## src/rtl/gpio_pkg.sv

```systemverilog
// Shared types and constants for the GPIO input conditioning path.
package gpio_pkg;

  typedef enum logic {
    GPIO_INT_EDGE,
    GPIO_INT_LEVEL
  } gpio_int_mode_e;

  localparam int unsigned GPIO_SYNC_MIN      = 2;
  localparam int unsigned GPIO_CNT_W_DEFAULT = 8;

endpackage

```

## src/rtl/gpio_in_bit.sv

```systemverilog
// One GPIO input bit: synchroniser, optional glitch filter, edge detect, sticky status.
// The glitch filter counter exists only when GPIO_INPUT_FILTER_EN is defined.
module gpio_in_bit
  import gpio_pkg::*;
#(
  parameter int unsigned SYNC_STAGES = 2,
  parameter int unsigned CNT_W       = GPIO_CNT_W_DEFAULT
) (
  input  logic             clk_i,
  input  logic             rst_ni,
  input  logic             raw_i,
  input  logic             filt_en_i,
  input  logic [CNT_W-1:0] filt_thresh_i,
  input  logic             int_level_i,
  input  logic             int_pol_i,
  input  logic             int_both_i,
  input  logic             int_clr_i,
  input  logic             evt_mask_i,
  output logic             data_o,
  output logic             status_o
);

  if (SYNC_STAGES < GPIO_SYNC_MIN) begin : g_bad_sync
    $error("SYNC_STAGES must be at least 2");
  end

  logic [SYNC_STAGES-1:0] sync_q, sync_d;
  logic                   sync_bit;
  logic                   stable_q, stable_d;
  logic                   prev_q;
  logic                   status_q, status_d;
  logic                   rise, fall, evt;
  gpio_int_mode_e         mode;

  assign sync_bit = sync_q[SYNC_STAGES-1];

  always_comb sync_d = {sync_q[SYNC_STAGES-2:0], raw_i};

`ifdef GPIO_INPUT_FILTER_EN
  logic [CNT_W-1:0] cnt_q, cnt_d;

  // cnt never exceeds thresh, so it cannot wrap; >= covers a lowered thresh
  always_comb begin
    stable_d = stable_q;
    cnt_d    = '0;
    if (!filt_en_i) begin
      stable_d = sync_bit;
    end else if (sync_bit != stable_q) begin
      if (cnt_q >= filt_thresh_i) stable_d = sync_bit;
      else                        cnt_d    = cnt_q + 1'b1;
    end
  end

  always_ff @(posedge clk_i or negedge rst_ni) begin
    if (!rst_ni) cnt_q <= '0;
    else         cnt_q <= cnt_d;
  end
`else
  logic unused_filt;
  assign unused_filt = filt_en_i ^ (^filt_thresh_i);

  always_comb stable_d = sync_bit;
`endif

  always_comb begin
    mode = int_level_i ? GPIO_INT_LEVEL : GPIO_INT_EDGE;
    rise = stable_q & ~prev_q;
    fall = ~stable_q & prev_q;
    evt  = 1'b0;
    unique case (mode)
      GPIO_INT_LEVEL: evt = int_pol_i ? stable_q : ~stable_q;
      GPIO_INT_EDGE:  evt = int_both_i ? (rise | fall) : (int_pol_i ? rise : fall);
    endcase
    if (evt_mask_i) evt = 1'b0;
    // Edge events beat a simultaneous clear; a level clear drops status for one cycle
    status_d = (evt & ~(int_level_i & int_clr_i)) | (status_q & ~int_clr_i);
  end

  always_ff @(posedge clk_i or negedge rst_ni) begin
    if (!rst_ni) begin
      sync_q   <= '0;
      stable_q <= 1'b0;
      prev_q   <= 1'b0;
      status_q <= 1'b0;
    end else begin
      sync_q   <= sync_d;
      stable_q <= stable_d;
      prev_q   <= stable_q;
      status_q <= status_d;
    end
  end

  assign data_o   = stable_q;
  assign status_o = status_q;

endmodule

```

## src/rtl/gpio_input_conditioner.sv

```systemverilog
// GPIO input conditioner: per-bit conditioning, shared post-reset warm-up mask, irq reduction.
// Optional glitch filter selected by GPIO_INPUT_FILTER_EN.
module gpio_input_conditioner
  import gpio_pkg::*;
#(
  parameter int unsigned NUM_BITS    = 32,
  parameter int unsigned SYNC_STAGES = 2,
  parameter int unsigned CNT_W       = GPIO_CNT_W_DEFAULT
) (
  input  logic                clk,
  input  logic                reset_n,
  input  logic [NUM_BITS-1:0] i_raw,
  input  logic [NUM_BITS-1:0] filt_en,
  input  logic [CNT_W-1:0]    filt_thresh,
  input  logic [NUM_BITS-1:0] int_en,
  input  logic [NUM_BITS-1:0] int_level,
  input  logic [NUM_BITS-1:0] int_pol,
  input  logic [NUM_BITS-1:0] int_both,
  input  logic [NUM_BITS-1:0] int_clr,
  output logic [NUM_BITS-1:0] data_in,
  output logic [NUM_BITS-1:0] int_status,
  output logic                irq
);

  // Masking runs through the cycle in which a pin held high at reset first
  // shows its rise at the edge detector.
  localparam int unsigned WARM_END = SYNC_STAGES + 2;
  localparam int unsigned WARM_W   = $clog2(WARM_END + 1);

  logic [WARM_W-1:0] warm_q, warm_d;
  logic              evt_mask;

  assign evt_mask = (warm_q != WARM_W'(WARM_END));

  always_comb begin
    warm_d = warm_q;
    if (evt_mask) warm_d = warm_q + 1'b1;
  end

  always_ff @(posedge clk or negedge reset_n) begin
    if (!reset_n) warm_q <= '0;
    else          warm_q <= warm_d;
  end

  for (genvar b = 0; b < NUM_BITS; b++) begin : g_bit
    gpio_in_bit #(
      .SYNC_STAGES(SYNC_STAGES),
      .CNT_W      (CNT_W)
    ) u_bit (
      .clk_i        (clk),
      .rst_ni       (reset_n),
      .raw_i        (i_raw[b]),
      .filt_en_i    (filt_en[b]),
      .filt_thresh_i(filt_thresh),
      .int_level_i  (int_level[b]),
      .int_pol_i    (int_pol[b]),
      .int_both_i   (int_both[b]),
      .int_clr_i    (int_clr[b]),
      .evt_mask_i   (evt_mask),
      .data_o       (data_in[b]),
      .status_o     (int_status[b])
    );
  end

  assign irq = |(int_status & int_en);

endmodule

```

## config.mk

```make
export PLATFORM = sky130hd
export DESIGN_NAME = gpio_input_conditioner
export DESIGN_NICKNAME = d
export VERILOG_FILES = /design/src/rtl/gpio_pkg.sv /design/src/rtl/gpio_in_bit.sv /design/src/rtl/gpio_input_conditioner.sv
export SDC_FILE = /design/constraint.sdc
export NUM_CORES = 1
export LEC_CHECK = 0
export ABC_AREA = 1
export BUFFER_PORTS_ARGS = -buffer_cell sky130_fd_sc_hd__buf_2
export CAP_MARGIN = 40
export CORE_AREA = 3 3 138 140
export CTS_CLUSTER_SIZE = 20
export DETAILED_ROUTE_END_ITERATION = 12
export DIE_AREA = 0 0 141 143
export PLACE_DENSITY = 0.76
export SYNTH_ARGS = -nofsm -noshare
export SYNTH_HDL_FRONTEND = slang
export SYNTH_HIERARCHICAL = 1
export SYNTH_SLANG_ARGS = --single-unit
```

## constraint.sdc

```tcl
create_clock -name clk -period 1.44 [get_ports clk]
set_input_delay 0.144 -clock clk [delete_from_list [all_inputs] [get_ports clk]]
set_output_delay 0.144 -clock clk [all_outputs]
set_load 0.03 [all_outputs]
```

Word-level counts from Yosys, hierarchy flattened --
Cells that the tools add are included.
Storage, ports and cells: register bits after elaboration 163, word-level logic and storage cells 709
Cells by class: add/sub/neg operators 1, eq/ne operators 1, muxes and demuxes 192, bitwise logic cells 385, reductions and logical operators 1
Operators by type and width (number):
- AND 1 bit | 160
- 2-to-1 mux 1 bit | 160
- NOT 1 bit | 160
- OR 1 bit | 64
- case mux 1 bit (2 select lines) | 32
- AND 32 bit | 1
- OR reduction 32 bit | 1
- adder 3 x 1 -> 3 bit (second input constant) | 1
- inequality test 3 bit (second input constant) | 1

Logic depth before layout (Yosys ltp) --
Gate-level depths: netlist (run 1).
depth after elaboration 8, gate-level depth with buffers 8, depth with buffers taken out 8

Cells and area by module --
Netlist (run 1), hierarchy kept.
By module, submodules not included:
- gpio_in_bit | times used 32, cells each 28, area an instance 240.2 um2
- gpio_input_conditioner | times used 1, cells each 76, area an instance 377.9 um2

Least setup slack after synthesis (run 1) --
No wires, ideal clock.
kind register to register, from register warm_q[0], to register g_bit[0].u_bit.status_q, setup time 118 ps, arrival 1381 ps, required time 1322 ps, slack -58 ps, stages on the path, launching flop included 7, path buffers 0, period minus slack after synthesis 1498 ps, cell sequence dfrtp_1 inv_1 ha_1 nand2_1 inv_1 nand3_1 nand2_1
On the way: cells in the longest elaborated chain, start to end 4
RTL lines:
- start: declaration | line gpio_input_conditioner.sv:30 | logic [WARM_W-1:0] warm_q, warm_d;
- start signal: assignment | line gpio_input_conditioner.sv:42 | else warm_q <= warm_d;
- inequality test 3 bit | line gpio_input_conditioner.sv:33 | assign evt_mask = (warm_q != WARM_W'(WARM_END));
- via evt_mask | line gpio_input_conditioner.sv:31 | logic evt_mask;
- 2-to-1 mux 1 bit | line gpio_in_bit.sv:74 | if (evt_mask_i) evt = 1'b0;
- AND 1 bit | line gpio_in_bit.sv:76 | status_d = (evt & ~(int_level_i & int_clr_i)) | (status_q & ~int_clr_i);
- OR 1 bit | line gpio_in_bit.sv:76
- via g_bit[0].u_bit.status_d | line gpio_in_bit.sv:31 | logic status_q, status_d;
- end signal: assignment | line gpio_in_bit.sv:89 | status_q <= status_d;
- end: declaration | line gpio_in_bit.sv:31
The timed path passes the listed nets, and every way through them passes these cells. A chain may end at the register's enable or synchronous reset.

Worst setup path in the final report (run 1) --
from register g_bit[14].u_bit.status_q, to output port irq
On the way: cells in the longest elaborated chain, start to end 2
RTL lines:
- start: declaration | line gpio_in_bit.sv:31
- start signal: assignment | line gpio_in_bit.sv:89
- AND 32 bit | line gpio_input_conditioner.sv:65 | assign irq = |(int_status & int_en);
- OR reduction 32 bit | line gpio_input_conditioner.sv:65
- end: declaration | line gpio_input_conditioner.sv:22 | output logic irq
Every way passes these cells.

==> results of run 1 <==
==> power by group through the flow <==
stage / Clock, mW / Combinational [mW] / Sequential (mW)
6_report: 3.97 / 2.05 / 5.07
2_1_floorplan: 0 / 0.726 / 5.43
3_5_place_dp: 0 / 1.77 / 5.16
3_3_place_gp: 0 / 1.74 / 5.14
5_1_grt: 4.29 / 2.30 / 5.11
4_1_cts: 4.08 / 2.03 / 5.07
==> final cells by class <==
| type | instances | share of cell area, % |
|---|---|---|
| Clock inverter | 8 | 0.498 |
| Sequential cell | 163 | 36.1 |
| Tap cell | 229 | 2.53 |
| Timing Repair Buffer | 367 | 21.3 |
| Inverter | 258 | 8.56 |
| Multi-Input combinational cell | 551 | 27.0 |
| Clock buffer | 22 | 4.02 |
==> state kept, by name (all words and copies together), names as in the netlist <==
register and flops:
g_bit.u_bit/data_o 32, g_bit.u_bit/prev_q 32, g_bit.u_bit/status_o 32, g_bit.u_bit/sync_q 64, warm_q 3
==> logic make-up after synthesis <==
kind of cell	share of synthesized area, %
AO/OA/AOI/OAI	0.0620
XOR/XNOR	0.217
adder cells (fa/ha/maj)	10.2
buffers and inverters	12.0
flip-flops	50.6
AND/OR/NAND/NOR	26.9
==> synthesized netlist by cell type <==
cell type | number | share of area [%]
inv_2 | 32 | 1.5
dfrtp_1 | 163 | 51
nor2_1 | 74 | 3.4
nand3_2 | 32 | 4.0
inv_1 | 226 | 11
o21ai_0 | 1 | 0.062
xnor2_1 | 1 | 0.11
nand2_1 | 280 | 13
xor2_1 | 1 | 0.11
ha_1 | 66 | 10
nand2_2 | 32 | 2.5
nand3_1 | 64 | 4.0
==> stage by stage <==
stage                     setup WS (ns)  area, sq um  hold WS, ns  total power, mW
final                            -0.194        11300       0.0257             11.1
after global routing             -0.304        11300       0.0187             11.7
after CTS                        -0.231        11300       0.0153             11.2
after detailed placement          0.116         9740       0.0486             6.93
after global placement            0.155         9740       0.0474             6.88
after floorplan                   0.146         8070       -0.152             6.16
==> how the worst max path moves through the flow <==
stage / from / to / depth (start not counted)
after global routing: g_bit[14].u_bit/status_o$_DFF_PN0_ / irq / 7
after global placement: g_bit[22].u_bit/status_o$_DFF_PN0_ / irq / 7
after CTS: g_bit[13].u_bit/status_o$_DFF_PN0_ / irq / 7
final: g_bit[14].u_bit/status_o$_DFF_PN0_ / irq / 7
after floorplan: g_bit[0].u_bit/data_o$_DFF_PN0_ / g_bit[0].u_bit/status_o$_DFF_PN0_ / 7
after detailed placement: g_bit[22].u_bit/status_o$_DFF_PN0_ / irq / 7
==> placed cells by master, fill, tap and decap left out, drive strengths merged <==
| cell type | synthesis | layout |
|---|---|---|
| nand2 | 312 | 312 |
| buf | 0 | 271 |
| inv | 258 | 259 |
| dfrtp | 163 | 163 |
| dlygate4sd3 | 0 | 96 |
| nand3 | 96 | 96 |
| nor2 | 74 | 74 |
| ha | 66 | 66 |
| clkbuf | 0 | 22 |
| clkinvlp | 0 | 5 |
| clkinv | 0 | 2 |
| o21ai | 1 | 1 |
| xor2 | 1 | 1 |
| xnor2 | 1 | 1 |
==> worst max-delay path: cells and delay by family (launching register included) <==
kind,cells,cell delay [ns]
flops,1,0.39
buf+inv,1,0.14
simple gates,6,0.54
==> timing repair <==
action / in CTS / in global routing
setup buffers: 4 / 4
pin swaps: 3 / 5
setup endpoints to repair: 1 / 1
gates resized for setup: 10 / 4
hold endpoints to repair: 227 / 0
hold buffers: 96 / 0
==> metal layers <==
layer	global-route usage (%)	vias up	routed length [microns]
li1	-	3596	-
met1	22.3	3218	7750
met2	33.6	229	9540
met3	4.76	58	1110
met4	8.52	2	708
met5	0	-	12
==> flow_summary.yaml, run 1 <==
status:
  status: "complete, but fails checks"
  violations: "negative setup slack"
die:
  ios: 299
  die_y_microns: 143
  die_w_microns: 141
  core_sq_um: 18000
  die_area_sq_um: 20200
  start_util_pct: 44.9
  placementRows: 49
placed_design:
  dpl.cell_count: 1464
  place_congestion: 0.836
  hpwl_microns: 13500
  io_buffers: 258
yosys:
  synth.distinct_cells: 12
  syn-cell-area_sq_um: 8070
  syn_inst: 972
  synth_nets: 1272
  ys_seq_area_share_pct: 50.6
  synth.avg_cell_area_sq_um: 8.30
  synth-seq-cells: 163
  yosysWarnings: 6
global_routing:
  grt_pass1_wl_microns: 31200
  grt_start_max_net_pins: 62
  grt_pass1_vias: 7063
  antenna_found_initial: 1
  grtUsageTotal_pct: 19.2
  grt_overflow_total: 0
critical_path:
  cp-end-kind: "output port"
  arrival_ns: 1.49
  cp.required_ns: 1.30
  reg2reg_setup_slack_ns: 0.18
  crit_slowest_cell: "dfrtp_1"
  crit_top_cell: "nand2_1"
  timing.rr.end: "g_bit[18].u_bit/status_o$_DFF_PN0_"
  slowest_delay_ns: 0.39
  cp-start-kind: "flip-flop"
  worstReg2RegStart: "warm_q[0]$_DFFE_PN0P_"
  cp_max_fo: 3
  rr_worst_depth: 7
  critPathKind: "flip-flop to output port"
  worstPathCellList: "nand2_1, nand2_2, nor2_4, nand2_1, nor2_1, nand2_1, buf_6"
min_path:
  hold_path_depth: 4
  worstHoldEndpoint: "g_bit[21].u_bit/status_o$_DFF_PN0_"
  hp-class: "input pin to flip-flop"
  hold_start: "int_level[21]"
final_layout:
  drive_gt1_share_pct: 29.6
  area_delta_synth_final_pct: 40.2
  seq_area_sq_um: 4080
  final_util_pct: 63.0
  n_antenna_cell: 0
  layoutNonFillerInstCount: 1598
  fill_cells: 1465
  nets: 1658
  multi_input_area_sq_um: 3050
sta:
  slew_headroom_pct: 78.8
  tns_ns: -0.194
  hold_viol: 0
  fin_worst_skew_ns: 0.0107
  fin_ws_ns: -0.194
  tightest_slew_ns: 0.319
  setup_viol: 1
  period_share_pct: 113
  slew_viol_final: 0
  period_needed_ns: 1.63
  fmax_ghz: 0.612
  grt_setup_unrepaired: "yes"
cts:
  clk_pin_slew_worst_paths_ns: 0.06
  clock-root-buffer: "clkbuf_16"
  clock_latency_ns: 0.42
  cts_sinks: 163
  ctsLongestPathBuffers: 2
  cts_tree: "done"
  htreeDepth: 4
  cts_buffers: 17
drt:
  vias: 7103
  routedWlPerCell_microns: 12.0
  ant_nets: 0
  drt_iter0_drc: 216
  post-route-drc-count: 0
  viasPerCell: 4.44
  drtPass1Iterations: 4
  routed_wl_microns: 19100
power:
  powerDensity_nw_per_um2: 981
  p_seq_share_pct: 45.7
  clkPwrFrac_pct: 35.8
  cellInternalPower_mw: 7.97
  cellLeakagePower_nw: 6.41
  ir_drop_v: 0.000762
  p_comb_share_pct: 18.5
  swShare_pct: 28.1
  switchingPower_mw: 3.12
job:
  maxCapViolCount: 0
Note: power is estimated with default switching activity, not from simulation.
==> run 2, diff against run 1 <==
--- a/config.mk
+++ b/config.mk
@@ -9,6 +9,7 @@
 export BUFFER_PORTS_ARGS = -buffer_cell sky130_fd_sc_hd__buf_2
 export CAP_MARGIN = 40
 export CORE_AREA = 3 3 138 140
+export CTS_BUF_LIST = sky130_fd_sc_hd__clkbuf_8
 export CTS_CLUSTER_SIZE = 20
 export DETAILED_ROUTE_END_ITERATION = 12
 export DIE_AREA = 0 0 141 143
==> flow_summary.yaml, run 2 (synthesis results as in run 1) <==
min_path:
  hold_path_depth: 6
  hold_start: "int_both[15]"
  hp-class: "input pin to flip-flop"
  worstHoldEndpoint: "g_bit[15].u_bit/status_o$_DFF_PN0_"
drt:
  routedWlPerCell_microns: 11.9
  routed_wl_microns: 19100
  drtPass1Iterations: 4
  drt_iter0_drc: 188
  post-route-drc-count: 0
  ant_nets: 0
  vias: 7115
  viasPerCell: 4.44
final_layout:
  n_antenna_cell: 0
  largest_register_ffs: 64
  most-common-layout-cells: "nand2_1, buf_2, inv_1, dfrtp_1, dlygate4sd3_1"
  drive_gt1_share_pct: 29.7
  layout_commonest_cell: "nand2_1"
  area_delta_synth_final_pct: 38.2
  largest_register: "g_bit.u_bit/sync_q"
  layoutNonFillerInstCount: 1601
  nets: 1661
critical_path:
  slowest_delay_ns: 0.41
  timing.rr.end: "g_bit[27].u_bit/status_o$_DFF_PN0_"
  worstReg2RegStart: "g_bit[27].u_bit/data_o$_DFF_PN0_"
  cp-end-kind: "output port"
  worstPathCellList: "nand2_1, nand2_2, nor2_2, nand2_1, nor2_1, nand2_1, buf_6"
  cp-start-kind: "flip-flop"
  reg2reg_setup_slack_ns: 0.17
  cp.required_ns: 1.30
  critPathKind: "flip-flop to output port"
  crit_slowest_cell: "dfrtp_1"
  arrival_ns: 1.52
  crit_top_cell: "nand2_1"
  rr_worst_depth: 7
  cp_max_fo: 3
cts:
  ctsLongestPathBuffers: 2
  htreeDepth: 4
  cts_buffers: 17
  clk_pin_slew_worst_paths_ns: 0.08
  clock_latency_ns: 0.43
  cts_tree: "done"
  cts_sinks: 163
  clock-root-buffer: "clkbuf_8"
placed_design:
  place_congestion: 0.836
  hpwl_microns: 13500
  io_buffers: 258
  dpl.cell_count: 1464
  dp_slack_ns: 0.116
die:
  ios: 299
  die_y_microns: 143
  core_sq_um: 18000
  die_area_sq_um: 20200
  placementRows: 49
  die_w_microns: 141
  start_util_pct: 44.9
sta:
  hold_viol: 0
  period_share_pct: 116
  setup_viol: 1
  grt_setup_unrepaired: "yes"
  slew_viol_final: 0
  tns_ns: -0.228
  period_needed_ns: 1.67
  slew_headroom_pct: 78.9
  fin_ws_ns: -0.228
  fin_worst_skew_ns: 0.0108
  fmax_ghz: 0.600
  tightest_slew_ns: 0.316
  whs_ns: 0.0834
status:
  violations: "negative setup slack"
  status: "complete, but fails checks"
power:
  cellLeakagePower_nw: 6.35
  ir_drop_v: 0.000578
  powerDensity_nw_per_um2: 888
global_routing:
  grt_pass1_wl_microns: 31200
  grtUsageTotal_pct: 19.1
  grt_start_max_net_pins: 62
  antenna_found_initial: 1
  grt_pass1_vias: 7125
  grt_overflow_total: 0
job:
  maxCapViolCount: 0
## run 2: changes by cell type in the layout (fill, tap and decap cells not counted), moves of 2 or more
| cell | delta |
|---|---|
| clkbuf_16 | -17 |
| clkbuf_8 | +17 |
| clkbuf_1 | -4 |
| inv_1 | +4 |
| buf_4 | +2 |
## run 2: where the power goes
group          internal (mW)  total [mW]  switching, mW
clock                   1.19        2.77           1.58
sequential              4.87        5.06          0.198
combinational          0.881        2.06           1.18
## run 2: cell type report
class,instances,area [sq um]
Clock inverter,12,71.3
Tap cell,229,287
Inverter,258,968
Clock buffer,18,248
Sequential cell,163,4080
Timing Repair Buffer,370,2440
Fill cell,1481,6820
Multi-Input combinational cell,551,3050
## run 2: timing repair
item | in CTS | in global routing
setup buffers | 6 | 4
setup endpoints to repair | 1 | 1
resized for setup | 9 | 5
pin swaps | 3 | 4
hold endpoints to repair | 227 | 0
hold buffers | 97 | 0
## run 2: metal layers
| layer | wire length (microns) | part of all wire [%] | global-route usage, % |
|---|---|---|---|
| met5 | 12 | 0.063 | 0 |
| met4 | 658 | 3.4 | 8.62 |
| met3 | 1050 | 5.5 | 4.19 |
| met2 | 9690 | 51 | 33.9 |
| met1 | 7670 | 40 | 22.3 |
## run 2: how the worst max path moves through the flow
stage,start,endpoint,slack (ns),cells after the start
3_5_place_dp,g_bit[22].u_bit/status_o$_DFF_PN0_,irq,0.12,7
2_1_floorplan,g_bit[0].u_bit/data_o$_DFF_PN0_,g_bit[0].u_bit/status_o$_DFF_PN0_,0.15,7
6_report,g_bit[18].u_bit/status_o$_DFF_PN0_,irq,-0.23,7
3_3_place_gp,g_bit[22].u_bit/status_o$_DFF_PN0_,irq,0.15,7
5_1_grt,g_bit[18].u_bit/status_o$_DFF_PN0_,irq,-0.38,7
4_1_cts,g_bit[13].u_bit/status_o$_DFF_PN0_,irq,-0.27,7
## run 2: critical path, delay by kind of cell, from the launching register on
family | cells | cell delay (ns)
simple gates | 6 | 0.54
buf+inv | 1 | 0.14
flops | 1 | 0.41
## run 2: per-stage QoR
step / total power, mW / utilization [%] / area (sq um)
3_3_place_gp: 6.88 / 54.2 / 9740
4_1_cts: 10.0 / 61.8 / 11100
5_1_grt: 10.5 / 62.0 / 11100
2_1_floorplan: 6.16 / - / 8070
6_report: 9.90 / 62.0 / 11100
3_5_place_dp: 6.93 / 54.2 / 9740
==> run 3, diff against run 2 <==
--- a/config.mk
+++ b/config.mk
@@ -14,6 +14,7 @@
 export DETAILED_ROUTE_END_ITERATION = 12
 export DIE_AREA = 0 0 141 143
 export PLACE_DENSITY = 0.76
+export SETUP_SLACK_MARGIN = 0.4
 export SYNTH_ARGS = -nofsm -noshare
 export SYNTH_HDL_FRONTEND = slang
 export SYNTH_HIERARCHICAL = 1
==> flow_summary.yaml, run 3 (synthesis results as in run 1) <==
sta:
  period_needed_ns: 1.71
  hold_viol: 0
  fin_worst_skew_ns: 0.0137
  tightest_slew_ns: 0.442
  slew_headroom_pct: 70.5
  slew_viol_final: 0
  period_share_pct: 119
  whs_ns: 0.0604
  grt_setup_unrepaired: "yes"
  setup_viol: 1
  fmax_ghz: 0.585
  fin_ws_ns: -0.271
global_routing:
  grt_pass1_wl_microns: 41400
  antenna_found_initial: 2
  grtUsageTotal_pct: 26.0
  met1_usage_pct: 29.0
  grt_use_met3_pct: 5.83
  grt_busiest_layer: "met2"
  grt_start_max_net_pins: 42
  grt_pass1_vias: 8646
  met2_usage_pct: 48.0
  grt_overflow_total: 0
drt:
  vias: 8255
  routed_wl_microns: 28700
  drtPass1Iterations: 5
  routedWlPerCell_microns: 16.8
  drt_iter0_drc: 361
  post-route-drc-count: 0
  ant_nets: 0
  viasPerCell: 4.83
final_layout:
  area_delta_synth_final_pct: 71.3
  largest_register: "g_bit.u_bit/sync_q"
  drive_gt1_share_pct: 53.6
  nets: 1764
  layoutNonFillerInstCount: 1708
  design_area_sq_um: 13800
  final_util_pct: 76.9
  layout_commonest_cell: "nand2_1"
  most-common-layout-cells: "nand2_1, buf_2, inv_1, buf_6, dfrtp_1"
  largest_register_ffs: 64
placed_design:
  hpwl_microns: 14000
  place_congestion: 0.849
  place_area_sq_um: 9860
  dpl.cell_count: 1467
  io_buffers: 258
status:
  status: "complete, but fails checks"
  violations: "negative setup slack"
cts:
  cts_tree: "done"
  cts_buffers: 17
  cts_sinks: 163
  clk_pin_slew_worst_paths_ns: 0.10
  ctsLongestPathBuffers: 2
  clock_latency_ns: 0.46
  clock-root-buffer: "clkbuf_8"
  htreeDepth: 4
critical_path:
  arrival_ns: 1.57
  slowest_delay_ns: 0.44
  cp-start-kind: "flip-flop"
  critPathKind: "flip-flop to output port"
  cp.required_ns: 1.30
  crit_slowest_cell: "dfrtp_2"
  cp_max_fo: 2
  critPathTopFamily: "simple AND/OR/NAND/NOR gates"
  cp-end-kind: "output port"
  crit_top_cell: "nand2_2"
  worstPathCellList: "nand2_2, nand2_2, nor2_4, nand2_2, nor2_2, nand2_2, buf_6"
  worstReg2RegStart: "g_bit[26].u_bit/data_o$_DFF_PN0_"
  crit_start: "g_bit[23].u_bit/status_o$_DFF_PN0_"
  cp_num_buf_inv: 1
min_path:
  hold_start: "int_both[29]"
  hp-class: "input pin to flip-flop"
power:
  ir_drop_v: 0.000611
  cellLeakagePower_nw: 7.14
  powerDensity_nw_per_um2: 825
  p_total_mw: 11.4
die:
  die_y_microns: 143
  placementRows: 49
  die_area_sq_um: 20200
  start_util_pct: 44.9
  ios: 299
  core_sq_um: 18000
  die_w_microns: 141
job:
  maxCapViolCount: 0
run 3: cell types whose count changed in the layout (fill, tap and decap cells not counted), sizes merged:
cell,delta
diode,+2
inv,-1
clkinvlp,-4
buf,+96
clkbuf,-1
nand2,+7
clkinv,+8
run 3: path summary, 6_finish.rpt:
| check | end | slack (ns) | depth (start not counted) |
|---|---|---|---|
| max reg2reg | g_bit[26].u_bit/status_o$_DFF_PN0_ | 0.09 | 8 |
| max | irq | -0.27 | 7 |
| max in group asynchronous | g_bit[19].u_bit/status_o$_DFF_PN0_ | 0.69 | 3 |
| min | g_bit[29].u_bit/status_o$_DFF_PN0_ | 0.06 | 6 |
| min in group asynchronous | g_bit[18].u_bit/prev_q$_DFF_PN0_ | 0.15 | 2 |
| min reg2reg | g_bit[2].u_bit/data_o$_DFF_PN0_ | 0.35 | 0 |
run 3: cell type report:
type | instances | area, sq um
repair buffers | 466 | 3800
well taps | 229 | 287
inverters | 258 | 1050
multi-input cells | 558 | 4150
fillers | 1004 | 4150
clock inverters | 15 | 123
diodes | 2 | 5.00
flip-flops and latches | 163 | 4160
clock buffers | 17 | 234
run 3: timing repair:
| item | 4_1_cts | 5_1_grt |
|---|---|---|
| gates resized for setup | 298 | 151 |
| buffers inserted | 79 | 24 |
| hold buffers | 97 | 0 |
| hold endpoints to repair | 227 | 0 |
| pin swaps | 188 | 131 |
| gates cloned | 6 | 1 |
| endpoints found under the setup margin | 100 | 100 |
run 3: layer usage:
layer  up-vias  share of wire [%]
li1       3829                  -
met1      3929                 36
met2       407                 53
met3        90                7.0
met4         0                3.6
met5         -                  0
run 3: per-stage QoR:
stage	setup slack, ns	TNS (ns)
after floorplan	0.278	0
after global placement	0.159	0
after detailed placement	0.152	0
after CTS	-0.304	-0.304
after global routing	-0.371	-0.410
final	-0.271	-0.271
run 3: power by group:
group | switching [mW] | total [mW] | internal, mW
Combinational | 1.60 | 3.10 | 1.50
Sequential | 0.270 | 5.17 | 4.90
Clock | 1.88 | 3.13 | 1.25
run 3: worst min-delay path, delay by kind of cell:
family	cells	cell delay, ns
simple gates	4	0.21
buf+inv	2	0.13
